--- src/rtl/alu_pkg.sv ---
// Shared ALU definitions: widths, the stage-1 register bundle of the pipelined
// CLA, and the in-block carry lookahead helper.
package alu_pkg;

  localparam int ALU_W    = 32;
  localparam int CLA_BLK  = 8;
  localparam int CLA_NBLK = 4;

  typedef struct packed {
    logic [ALU_W-1:0]    p;
    logic [ALU_W-1:0]    g;
    logic [ALU_W-1:0]    x;
    logic [CLA_NBLK-1:0] P;
    logic [CLA_NBLK-1:0] G;
    logic                cin;
    logic                a31;
    logic                bx31;
  } cla_s1_t;

  // Carry into each bit of one block, every term a full product from the block
  // carry-in or a lower generate, so the expansion is flat rather than a ripple.
  function automatic logic [CLA_BLK-1:0] cla_blk_carries(
    input logic [CLA_BLK-1:0] p,
    input logic [CLA_BLK-1:0] g,
    input logic               c0
  );
    logic [CLA_BLK-1:0] c;
    logic               term;
    c = '0;
    for (int j = 0; j < CLA_BLK; j++) begin
      term = c0;
      for (int m = 0; m < j; m++) term = term & p[m];
      c[j] = term;
      for (int k = 0; k < j; k++) begin
        term = g[k];
        for (int m = k + 1; m < j; m++) term = term & p[m];
        c[j] = c[j] | term;
      end
    end
    return c;
  endfunction

endpackage

--- src/rtl/cla32_pipe_blk_pg8.sv ---
// 8-bit block propagate / group generate, purely combinational.
module blk_pg8
  import alu_pkg::*;
(
  input  logic [CLA_BLK-1:0] p,
  input  logic [CLA_BLK-1:0] g,
  output logic               bp,
  output logic               bg
);

  logic term;

  always_comb begin
    // NOTE: every output gets a default before the loops so no path leaves it
    // unassigned; otherwise the tool infers a latch.
    bp   = &p;
    bg   = 1'b0;
    term = 1'b0;
    for (int k = 0; k < CLA_BLK; k++) begin
      term = g[k];
      for (int m = k + 1; m < CLA_BLK; m++) term = term & p[m];
      bg = bg | term;
    end
  end

endmodule

--- src/rtl/cla32_pipe.sv ---
// Two-stage pipelined 32-bit carry-lookahead adder/subtractor with valid/ready
// on both sides. Define CLA32_PIPE_FLAGS_EN to build the overflow/compare flags.
module cla32_pipe
  import alu_pkg::*;
(
  input  logic             clock,
  input  logic             reset,
  input  logic             in_valid,
  output logic             in_ready,
  input  logic [ALU_W-1:0] opA,
  input  logic [ALU_W-1:0] opB,
  input  logic             sub,
  output logic             out_valid,
  input  logic             out_ready,
  output logic [ALU_W-1:0] sum,
  output logic             cout,
  output logic             overflow,
  output logic             isLessThan,
  output logic             isNotEqual
);

  logic             s1_valid;
  logic             s2_valid;
  logic             s1_advance;
  cla_s1_t          s1_d;
  cla_s1_t          s1_q;
  logic [ALU_W-1:0] bx;
  logic [ALU_W-1:0] p_w;
  logic [ALU_W-1:0] g_w;
  logic [CLA_NBLK-1:0] blk_p;
  logic [CLA_NBLK-1:0] blk_g;

  assign bx  = sub ? ~opB : opB;
  assign p_w = opA | bx;
  assign g_w = opA & bx;

  for (genvar k = 0; k < CLA_NBLK; k++) begin : g_blk
    blk_pg8 u_blk (
      .p  (p_w[k*CLA_BLK +: CLA_BLK]),
      .g  (g_w[k*CLA_BLK +: CLA_BLK]),
      .bp (blk_p[k]),
      .bg (blk_g[k])
    );
  end

  always_comb begin
    s1_d      = '0;
    s1_d.p    = p_w;
    s1_d.g    = g_w;
    s1_d.x    = opA ^ bx;
    s1_d.P    = blk_p;
    s1_d.G    = blk_g;
    s1_d.cin  = sub;
    s1_d.a31  = opA[ALU_W-1];
    s1_d.bx31 = bx[ALU_W-1];
  end

  assign s1_advance = s1_valid & (~s2_valid | out_ready);
  assign in_ready   = ~s1_valid | s1_advance;
  assign out_valid  = s2_valid;

  always_ff @(posedge clock) begin
    // NOTE: state registers use non-blocking assignments so every flop samples
    // the pre-edge value of its neighbours, regardless of statement order.
    if (reset) begin
      s1_valid <= 1'b0;
      s1_q     <= '0;
    end else if (in_ready) begin
      s1_valid <= in_valid;
      if (in_valid) s1_q <= s1_d;
    end
  end

  // Stage 2: block carry-ins by two-level lookahead, then per-bit expansion.
  logic [CLA_NBLK-1:0] cb;
  logic                c32;
  logic [ALU_W-1:0]    carry;
  logic [ALU_W-1:0]    sum_d;

  always_comb begin
    cb[0] = s1_q.cin;
    cb[1] = s1_q.G[0] | (s1_q.P[0] & s1_q.cin);
    cb[2] = s1_q.G[1] | (s1_q.P[1] & s1_q.G[0])
          | (s1_q.P[1] & s1_q.P[0] & s1_q.cin);
    cb[3] = s1_q.G[2] | (s1_q.P[2] & s1_q.G[1])
          | (s1_q.P[2] & s1_q.P[1] & s1_q.G[0])
          | (s1_q.P[2] & s1_q.P[1] & s1_q.P[0] & s1_q.cin);
    c32   = s1_q.G[3] | (s1_q.P[3] & s1_q.G[2])
          | (s1_q.P[3] & s1_q.P[2] & s1_q.G[1])
          | (s1_q.P[3] & s1_q.P[2] & s1_q.P[1] & s1_q.G[0])
          | (s1_q.P[3] & s1_q.P[2] & s1_q.P[1] & s1_q.P[0] & s1_q.cin);
    for (int k = 0; k < CLA_NBLK; k++) begin
      carry[k*CLA_BLK +: CLA_BLK] = cla_blk_carries(s1_q.p[k*CLA_BLK +: CLA_BLK],
                                                    s1_q.g[k*CLA_BLK +: CLA_BLK],
                                                    cb[k]);
    end
    sum_d = s1_q.x ^ carry;
  end

  always_ff @(posedge clock) begin
    if (reset) begin
      s2_valid <= 1'b0;
      sum      <= '0;
      cout     <= 1'b0;
    end else if (s1_advance) begin
      s2_valid <= 1'b1;
      sum      <= sum_d;
      cout     <= c32;
    end else if (out_ready) begin
      s2_valid <= 1'b0;
    end
  end

`ifdef CLA32_PIPE_FLAGS_EN
  logic ovf_d;
  assign ovf_d = (s1_q.a31 == s1_q.bx31) & (sum_d[ALU_W-1] != s1_q.a31);

  always_ff @(posedge clock) begin
    if (reset) begin
      overflow   <= 1'b0;
      isLessThan <= 1'b0;
      isNotEqual <= 1'b0;
    end else if (s1_advance) begin
      overflow   <= ovf_d;
      isLessThan <= sum_d[ALU_W-1] ^ ovf_d;
      isNotEqual <= |sum_d;
    end
  end
`else
  logic unused_flag_inputs;
  assign unused_flag_inputs = s1_q.a31 ^ s1_q.bx31;
  assign overflow   = 1'b0;
  assign isLessThan = 1'b0;
  assign isNotEqual = 1'b0;
`endif

endmodule

--- config.mk ---
export PLATFORM = sky130hd
export DESIGN_NAME = cla32_pipe
export DESIGN_NICKNAME = d
export VERILOG_FILES = /design/src/rtl/alu_pkg.sv /design/src/rtl/cla32_pipe_blk_pg8.sv /design/src/rtl/cla32_pipe.sv
export SDC_FILE = /design/constraint.sdc
export NUM_CORES = 1
export LEC_CHECK = 0
export ABC_CLOCK_PERIOD_IN_PS = 2610
export CELL_PAD_IN_SITES_DETAIL_PLACEMENT = 1
export CELL_PAD_IN_SITES_GLOBAL_PLACEMENT = 1
export CORE_ASPECT_RATIO = 1.5
export CORE_MARGIN = 4
export CORE_UTILIZATION = 40
export CTS_CLUSTER_DIAMETER = 200
export DETAILED_ROUTE_END_ITERATION = 6
export PLACE_DENSITY_LB_ADDON = 0.1
export SLEW_MARGIN = 15
export SYNTH_ARGS = -nofsm -noshare
export SYNTH_HDL_FRONTEND = slang
export SYNTH_SLANG_ARGS = --single-unit
--- constraint.sdc ---
create_clock -name clock -period 2.61 [get_ports clock]
set_clock_uncertainty 0.2 [all_clocks]
set_input_delay 0.261 -clock clock [delete_from_list [all_inputs] [get_ports clock]]
set_output_delay 0.261 -clock clock [all_outputs]
set_load 0.01 [all_outputs]
After elaboration in Yosys (flattened, before gate mapping)
Cells that the tools add are included.
Widths: inputs -> output; s select.
{"block": "word_totals", "register_bits": 138, "latchBits": 0, "ramBits": 0, "rom_bits": 0, "in_bits": 69, "out_inout_bits": 38, "n_memories": 0}
{"block": "classes", "add_sub_neg": 0, "multipliers": 0, "div": 0, "magnitude_cmp": 0, "n_eq_ne": 0, "shift": 0, "mux": 3, "bitwise_logic": 400, "reduce_logical": 6}
{"op": "$and 1x1->1", "n": 241}
{"op": "$or 1x1->1", "n": 152}
{"op": "$xor 32x32->32", "n": 2}
{"op": "$and 32x32->32", "n": 1}
{"op": "$mux 32", "n": 1}
{"op": "$not 32->32", "n": 1}
{"op": "$or 32x32->32", "n": 1}
{"op": "$reduce_and 8->1", "n": 4}
{"op": "$mux 1", "n": 2}
{"op": "$not 1->1", "n": 2}
{"op": "$reduce_and 2->1", "n": 1}
{"op": "$reduce_bool 2->1", "n": 1}

Depth between registers and ports, before layout
Gate-level depths: netlist of run 1.
{"block": "logic_depth", "ltp_word": 19, "depth_mapped": 11, "ltp_nobuf": 9}

Cells and area by module
From an unflattened synthesis of run 1, not the netlist that was laid out.
{"block": "unflattened", "hier_cells": 912, "area_unflattened_um2": 7165.6}
{"module": "cla32_pipe", "instances": 1, "cells_per_inst": 864, "area_each_um2": 6880.3}
{"module": "blk_pg8", "instances": 4, "cells_per_inst": 12, "area_each_um2": 71.3}

Least setup slack after synthesis of run 1
No wires, ideal clock.
{"block": "synth_timing", "path_kind": "input-to-reg", "startpoint": "in sub", "endpoint": "reg s1_q[5] (netlist name)", "setup_ns": 0.078, "arrival_ns": 2.055, "required_time_ns": 2.332, "slack_ns": 0.277, "cell_stages": 11, "path_cell_list": "clkbuf_1 > buf_1 > xor2_1 > inv_1 > ha_1 > nand2b_1 > a21oi_1 > nor2_1 > o21ai_0 > a211oi_1 > nor3_1"}
{"block": "synth_via", "elab_chain_cells": 16, "word_cells_on_any_way": 38, "classes_between": "1 x mux; 37 x bitwise"}
{"item": "start, declared", "line_no": "cla32_pipe.sv:12", "text": "input logic sub,"}
{"item": "$mux 32 *", "line_no": "cla32_pipe.sv:33", "text": "assign bx = sub ? ~opB : opB;"}
{"item": "$and 32x32->32 or $or 32x32->32 (tied branches)", "line_no": "cla32_pipe.sv:35, cla32_pipe.sv:34"}
{"item": "$and 1x1->1 (7 in series)", "line_no": "cla32_pipe_blk_pg8.sv:21", "text": "for (int m = k + 1; m < CLA_BLK; m++) term = term & p[m];"}
{"item": "$or 1x1->1 (6 in series)", "line_no": "cla32_pipe_blk_pg8.sv:22", "text": "bg = bg | term;"}
{"item": "$or 1x1->1 *", "line_no": "cla32_pipe_blk_pg8.sv:22"}
{"item": "end signal, assigned", "line_no": "cla32_pipe.sv:67", "text": "s1_q <= '0;"}
{"item": "end signal, assigned", "line_no": "cla32_pipe.sv:70", "text": "if (in_valid) s1_q <= s1_d;"}
{"item": "end, declared", "line_no": "cla32_pipe.sv:26", "text": "cla_s1_t s1_q;"}
Mark *: on every way between the ends. The rest lies on a longest branch, timed or not.
A chain may end at the register's enable or synchronous reset.

Worst setup path after layout of run 1
{"block": "layout_timing", "startpoint": "reg s2_valid (netlist: out_valid)", "endpoint": "out in_ready"}
{"block": "layout_via", "elab_chain_cells": 4}
{"item": "start, declared", "line_no": "cla32_pipe.sv:23", "text": "logic s2_valid;"}
{"item": "start signal, assigned", "line_no": "cla32_pipe.sv:102", "text": "s2_valid <= 1'b0;"}
{"item": "start signal, assigned", "line_no": "cla32_pipe.sv:106", "text": "s2_valid <= 1'b1;"}
{"item": "start signal, assigned", "line_no": "cla32_pipe.sv:110", "text": "s2_valid <= 1'b0;"}
{"item": "$not 1->1", "line_no": "cla32_pipe.sv:58", "text": "assign s1_advance = s1_valid & (~s2_valid | out_ready);"}
{"item": "$or 1x1->1", "line_no": "cla32_pipe.sv:58"}
{"item": "$and 1x1->1", "line_no": "cla32_pipe.sv:58"}
{"item": "$or 1x1->1", "line_no": "cla32_pipe.sv:59", "text": "assign in_ready = ~s1_valid | s1_advance;"}
{"item": "end, declared", "line_no": "cla32_pipe.sv:9", "text": "output logic in_ready,"}
No other way between the ends.

==> results of run 1 <==
==> worst min-delay path, cell delays in order <==
cell and delay, ns:
buf_4 0.14, nor3_1 0.18, a211o_1 0.14
==> per-stage QoR <==
step	hold WS, ns	utilization	cells
after detailed placement	0.2493	0.4849	1139
after floorplan	0.2118	-	862
after CTS	0.1159	0.5198	1171
final	0.1414	0.5198	1171
after global placement	0.2429	0.4849	1139
after global routing	0.1402	0.5198	1171
==> registers in the layout (all words and copies together) (netlist names) <==
name       count
out_valid      1
s1_valid       1
carry          1
cout           1
s1_q          96
sum           32
==> logic make-up (layout without fill, tap and decap cells) <==
logic type,Yosys count,in the layout,share of synthesized area
adder cells (fa/ha/maj),64,64,0.1160
AND/OR/NAND/NOR,269,269,0.1660
XOR/XNOR,58,58,0.07356
AO/OA/AOI/OAI,205,205,0.1859
buffers and inverters,129,228,0.07175
other,1,3,0.0005431
flip-flops,132,132,0.3827
multiplexers,2,2,0.003623
==> power groups by stage <==
| stage | Clock [mW] | Combinational (mW) | Sequential [mW] |
|---|---|---|---|
| 4_1_cts | 2.43 | 0.971 | 2.27 |
| 3_3_place_gp | 0 | 0.933 | 2.30 |
| 5_1_grt | 2.50 | 1.07 | 2.28 |
| 6_report | 2.37 | 0.952 | 2.27 |
| 3_5_place_dp | 0 | 0.961 | 2.31 |
| 2_1_floorplan | 0 | 0.570 | 2.29 |
==> cell usage in the layout (no fill, tap or decap), types with 17 or more instances in the layout <==
| master | netlist | routed |
|---|---|---|
| xnor2_1 | 17 | 17 |
| dfxtp_1 | 132 | 132 |
| nor2_1 | 45 | 45 |
| inv_1 | 81 | 81 |
| nand2_1 | 169 | 168 |
| xor2_1 | 41 | 41 |
| clkbuf_16 | 0 | 17 |
| o21ai_0 | 17 | 17 |
| a21oi_1 | 110 | 109 |
| clkdlybuf4s50_1 | 0 | 101 |
| a211oi_1 | 38 | 38 |
| ha_1 | 64 | 64 |
==> how the worst max path moves through the flow <==
| stage | start | to | cells past startpoint |
|---|---|---|---|
| after global placement | out_ready | s1_q[3]$_SDFFE_PP0P_ | 7 |
| after floorplan | sub | s1_q[5]$_SDFFE_PP0P_ | 11 |
| final | out_valid$_SDFFE_PP0P_ | in_ready | 3 |
| after detailed placement | out_ready | s1_q[3]$_SDFFE_PP0P_ | 7 |
| after CTS | out_valid$_SDFFE_PP0P_ | in_ready | 3 |
| after global routing | out_valid$_SDFFE_PP0P_ | in_ready | 3 |
==> per-layer routing <==
metal | GRT usage | part of all wire | up-vias
met5 | 0 | 0 | -
met4 | 0.07559 | 0.023 | 0
met3 | 0.04185 | 0.033 | 35
met2 | 0.3899 | 0.54 | 117
met1 | 0.2358 | 0.40 | 2993
li1 | - | - | 3013
==> layout make-up <==
cell class              instances  share of cell area
repair buffers                115              0.1330
well taps                     210             0.03002
clock buffers                  20             0.05218
multi-input cells             601              0.4332
flip-flops and latches        132              0.3019
clock inverters                12             0.01501
inverters                      81             0.03474
==> results.cfg, run 1 <==
[worst_setup_path]
cp_max_fo = 5
worstRegToRegCells = 6
ff2ff_setup_slack_ns = 0.26
critPathLaunchType = flip-flop
path_cells = nor2b_1 -> nand2_1 -> clkdlybuf4s50_1
cp_slowest_stage_delay_ns = 0.52
critical-path-top-delay-family = simple AND/OR/NAND/NOR gates
cp_num_buf_inv = 1
slowest_stage = clkdlybuf4s50_1
crit_arrival_ns = 1.91
crit-reg2reg-capture = sum[29]$_SDFFE_PP0P_
path_class = reg -> out
timing.rr.start = s1_q[7]$_SDFFE_PP0P_
cp-end-kind = output port
cp.required_ns = 2.15

[pwr]
power_frac_seq = 0.405
leakagePower_nw = 3.699
power_mw = 5.593
powerDensity_mw_per_mm2 = 639.0
pwr-share-clk = 0.424
swShare = 0.2765
p_comb_frac = 0.170
switchingPower_mw = 1.546
internal-power_mw = 4.046
ir_drop_mv = 0.4963

[global_route]
track_usage = 0.2113
grt_pass1_wl_mm = 32.88
grt_pass1_vias = 6677
antenna_found_initial = 0
grt_max_degree = 70
grt.overflow.total = 0

[clock_tree]
cts_hold_buf = 0
clockBufferDepth = 2
cts_buffers = 17
root_buffer = clkbuf_16
cts_sinks = 132
htreeDepth = 4
post_cts_buffers = 0
cts_resized = 0
cts_tree = built
clk_pin_slew_ns = 0.06
clk_latency_ns = 0.42

[placement]
dp_hpwl_mm = 14.37
dp_slack_ns = 0.1952
place_area_mm2 = 0.008164
io_buffers = 103
gp_congestion = 0.8460

[final_layout]
ff_latch_area_mm2 = 0.002643
finalInstanceArea_mm2 = 0.008752
multiInputGateArea_mm2 = 0.003791
antennaDiodeCount = 0
layout.nets = 1081
fill_cells = 2032
area_delta_synth_final_pct = 26.74
layout-drive-gt1-share = 0.06139

[min_path]
hold_path_depth = 3
worst_hold_startpoint = reset
min_to = sum[6]$_SDFFE_PP0P_
hp-class = in -> reg

[synth]
synth.most_common_cell = nand2_1
synthArstFlopShare = 0
ys_seq_area_frac = 0.3827
synth_flop_cell = dfxtp_1
ys_ff_latch = 132
synth_area_per_cell_um2 = 8.030
yosys_warnings = 0
yosys-top-cells-area = dfxtp_1 38%, ha_1 12%, nand2_1 9.2%, a21oi_1 8.0%, xor2_1 5.2%
netlist_instances = 860
synth_top_area_cell = dfxtp_1
syn-cell-area_mm2 = 0.006905
yosys-top-cells-count = 169 x nand2_1, 132 x dfxtp_1, 110 x a21oi_1
synth_top_area_frac = 0.3827
yosysUniqueCellTypes = 46
synth_edf_count = 0

[sta]
slew_violations = 0
hold_viol_final = 0
fmax_mhz = 422.6
max_slew_margin = 0.6350
period_minus_slack_ns = 2.366
rsz0062_at_grt = no
worst_slew_pin_slew_ns = 0.5457
setup_ws_ns = 0.2436
period_share = 0.9067
finalSetupViolCount = 0
fin_tns_setup_ns = 0

[routing]
drt-wirelength-per-cell_um = 17.02
vias_per_cell = 5.259
via_count = 6158
wl_mm = 19.93
first_iter_violations = 332
dr.pass1.iters = 4
final_antenna_net_count = 0
route.detailed.drc = 0

[die]
die_y_um = 168.9
num_rows = 58
ios = 107
core_mm2 = 0.01684
start_util = 0.4102
die_w_um = 115.3
dieArea_mm2 = 0.01947

[run]
drv_cap = 0

[outcome]
status = finished clean
Power figures use the tool's default switching activity.
==> run 2: changes to the inputs <==
--- a/config.mk
+++ b/config.mk
@@ -13,6 +13,7 @@
 export CORE_UTILIZATION = 40
 export CTS_CLUSTER_DIAMETER = 200
 export DETAILED_ROUTE_END_ITERATION = 6
+export GPL_ROUTABILITY_DRIVEN = 0
 export PLACE_DENSITY_LB_ADDON = 0.1
 export SLEW_MARGIN = 15
 export SYNTH_ARGS = -nofsm -noshare
==> results of run 2 <==
Same layout as run 1: the final DEF is identical, and so are final timing and power.
==> run 3: changes to the inputs <==
--- a/config.mk
+++ b/config.mk
@@ -15,6 +15,7 @@
 export DETAILED_ROUTE_END_ITERATION = 6
 export GPL_ROUTABILITY_DRIVEN = 0
 export PLACE_DENSITY_LB_ADDON = 0.1
+export RECOVER_POWER = 50
 export SLEW_MARGIN = 15
 export SYNTH_ARGS = -nofsm -noshare
 export SYNTH_HDL_FRONTEND = slang
==> run 3 against run 2 <==
Via count is essentially flat; sequential share of layout area increased by 0.12 points; setup slack about the same; critical path depth is 3 higher; worst hold slack hardly changed; clock power barely moved; final cell count unchanged; clock-buffer cell count stayed put; largest power group unchanged; highest routed layer unchanged.
==> results.cfg, run 3 (synthesis gave the netlist of run 1 again) <==
[global_route]
grt_pass1_wl_mm = 32.88
track_usage = 0.2113
grt_max_degree = 70
grt.overflow.total = 0
grt_pass1_vias = 6677
antenna_found_initial = 0

[min_path]
hp-class = in -> reg
hold_path_depth = 3

[placement]
place_area_mm2 = 0.008164
io_buffers = 103
dpl.cell_count = 1139
dp_hpwl_mm = 14.37
dp_slack_ns = 0.1952

[pwr]
pwr-share-clk = 0.426
internal-power_mw = 4.030
switchingPower_mw = 1.546
power_mw = 5.576
p_comb_frac = 0.168
swShare = 0.2772
powerDensity_mw_per_mm2 = 639.6
leakagePower_nw = 3.794
power_frac_seq = 0.406
ir_drop_mv = 0.4961

[worst_setup_path]
critical-path-top-delay-family = compound AO/OA/AOI/OAI gates
worstRegToRegCells = 6
cp-end-kind = flip-flop
path_cells = a211o_2 -> a31o_4 -> o41ai_4 -> o21bai_1 -> xnor2_1 -> o21ai_0
crit-reg2reg-capture = sum[29]$_SDFFE_PP0P_
cp_slowest_stage_delay_ns = 0.47
crit_path_end = sum[29]$_SDFFE_PP0P_
timing.rr.start = s1_q[7]$_SDFFE_PP0P_
cp_max_fo = 6
critPathLaunchType = flip-flop
cp.required_ns = 2.73
cp_num_cells = 6
slowest_stage = o41ai_4
crit_arrival_ns = 2.48
path_class = reg -> reg
startpoint = s1_q[7]$_SDFFE_PP0P_
cp_num_buf_inv = 0
ff2ff_setup_slack_ns = 0.24

[final_layout]
fin_util = 0.5178
layout.nets = 1081
layout_common_cells = 168 x nand2_1, 132 x dfxtp_1, 109 x a21oi_1, 81 x inv_1, 67 x clkdlybuf4s50_1
layout-drive-gt1-share = 0.06035
largest-register = s1_q
area_delta_synth_final_pct = 26.25
finalInstanceArea_mm2 = 0.008718
antennaDiodeCount = 0
layout_commonest_cell = nand2_1
fill_cells = 2036
instances_no_fill = 1171
largest_reg_flops = 96
reg_top3 = s1_q (96), sum (32)

[die]
start_util = 0.4102
die_w_um = 115.3
num_rows = 58
core_mm2 = 0.01684
ios = 107
die_y_um = 168.9
dieArea_mm2 = 0.01947

[routing]
vias_per_cell = 5.257
dr.pass1.iters = 4
route.detailed.drc = 0
final_antenna_net_count = 0
first_iter_violations = 292
wl_mm = 19.90
via_count = 6156
drt-wirelength-per-cell_um = 17.00

[clock_tree]
cts_sinks = 132
cts_hold_buf = 0
post_cts_buffers = 0
cts_tree = built
cts_buffers = 17
cts_resized = 0
clk_pin_slew_ns = 0.06
htreeDepth = 4
clk_latency_ns = 0.42
clockBufferDepth = 2
root_buffer = clkbuf_16

[sta]
setup_ws_ns = 0.2432
max_slew_margin = 0.2493
finalSetupViolCount = 0
hold_ws_ns = 0.1416
period_share = 0.9068
rsz0062_at_grt = no
period_minus_slack_ns = 2.367
slew_violations = 0
hold_viol_final = 0
fin_tns_setup_ns = 0
worst_slew_pin_slew_ns = 1.126
fmax_mhz = 422.5

[outcome]
status = finished clean

[run]
drv_cap = 0
run 3: cell count changes in the layout (fill, tap and decap cells not counted), sizes merged:
cell and change:
clkdlybuf4s50 -34, buf -4, dlygate4sd3 +34, clkbuf +4
run 3: worst min-delay path by stage:
stage / from / end / slack [ns]
floorplan: in_valid / s1_valid$_SDFFE_PP0N_ / 0.21
global placement: s1_q[48]$_SDFFE_PP0P_ / s1_q[48]$_SDFFE_PP0P_ / 0.24
detailed placement: s1_q[8]$_SDFFE_PP0P_ / s1_q[8]$_SDFFE_PP0P_ / 0.25
CTS: reset / sum[6]$_SDFFE_PP0P_ / 0.12
global route: reset / sum[6]$_SDFFE_PP0P_ / 0.14
finish: reset / sum[6]$_SDFFE_PP0P_ / 0.14
run 3: power groups by stage:
stage / registers, mW / logic, mW / clock network, mW
floorplan: 2.29 / 0.570 / 0
detailed placement: 2.31 / 0.961 / 0
global placement: 2.30 / 0.933 / 0
global route: 2.28 / 1.06 / 2.50
CTS: 2.27 / 0.971 / 2.43
finish: 2.27 / 0.935 / 2.38
run 3: metal layers:
layer / GRT usage / routed length, um / vias to the layer above
met5: 0 / 0 / -
met4: 0.07559 / 427 / 0
met3: 0.04185 / 656 / 33
met2: 0.3899 / 10860 / 113
met1: 0.2358 / 7958 / 2997
li1: - / - / 3013
run 3: area by class of cell:
cell class	instances	area (um^2)	share of cell area
multi-input combinational	601	3791	0.4348
timing repair buffer	115	1130	0.1296
clock buffer	20	456.7	0.05238
clock inverter	12	131.4	0.01507
inverter	81	304.0	0.03487
tap	210	262.8	0.03014
sequential	132	2643	0.3031
run 3: worst reg2reg max path, delay by kind of cell (launching register included):
| family | cells | cell delay, ns |
|---|---|---|
| compound gates | 5 | 1.56 |
| flops | 1 | 0.34 |
| xor+xnor | 1 | 0.16 |
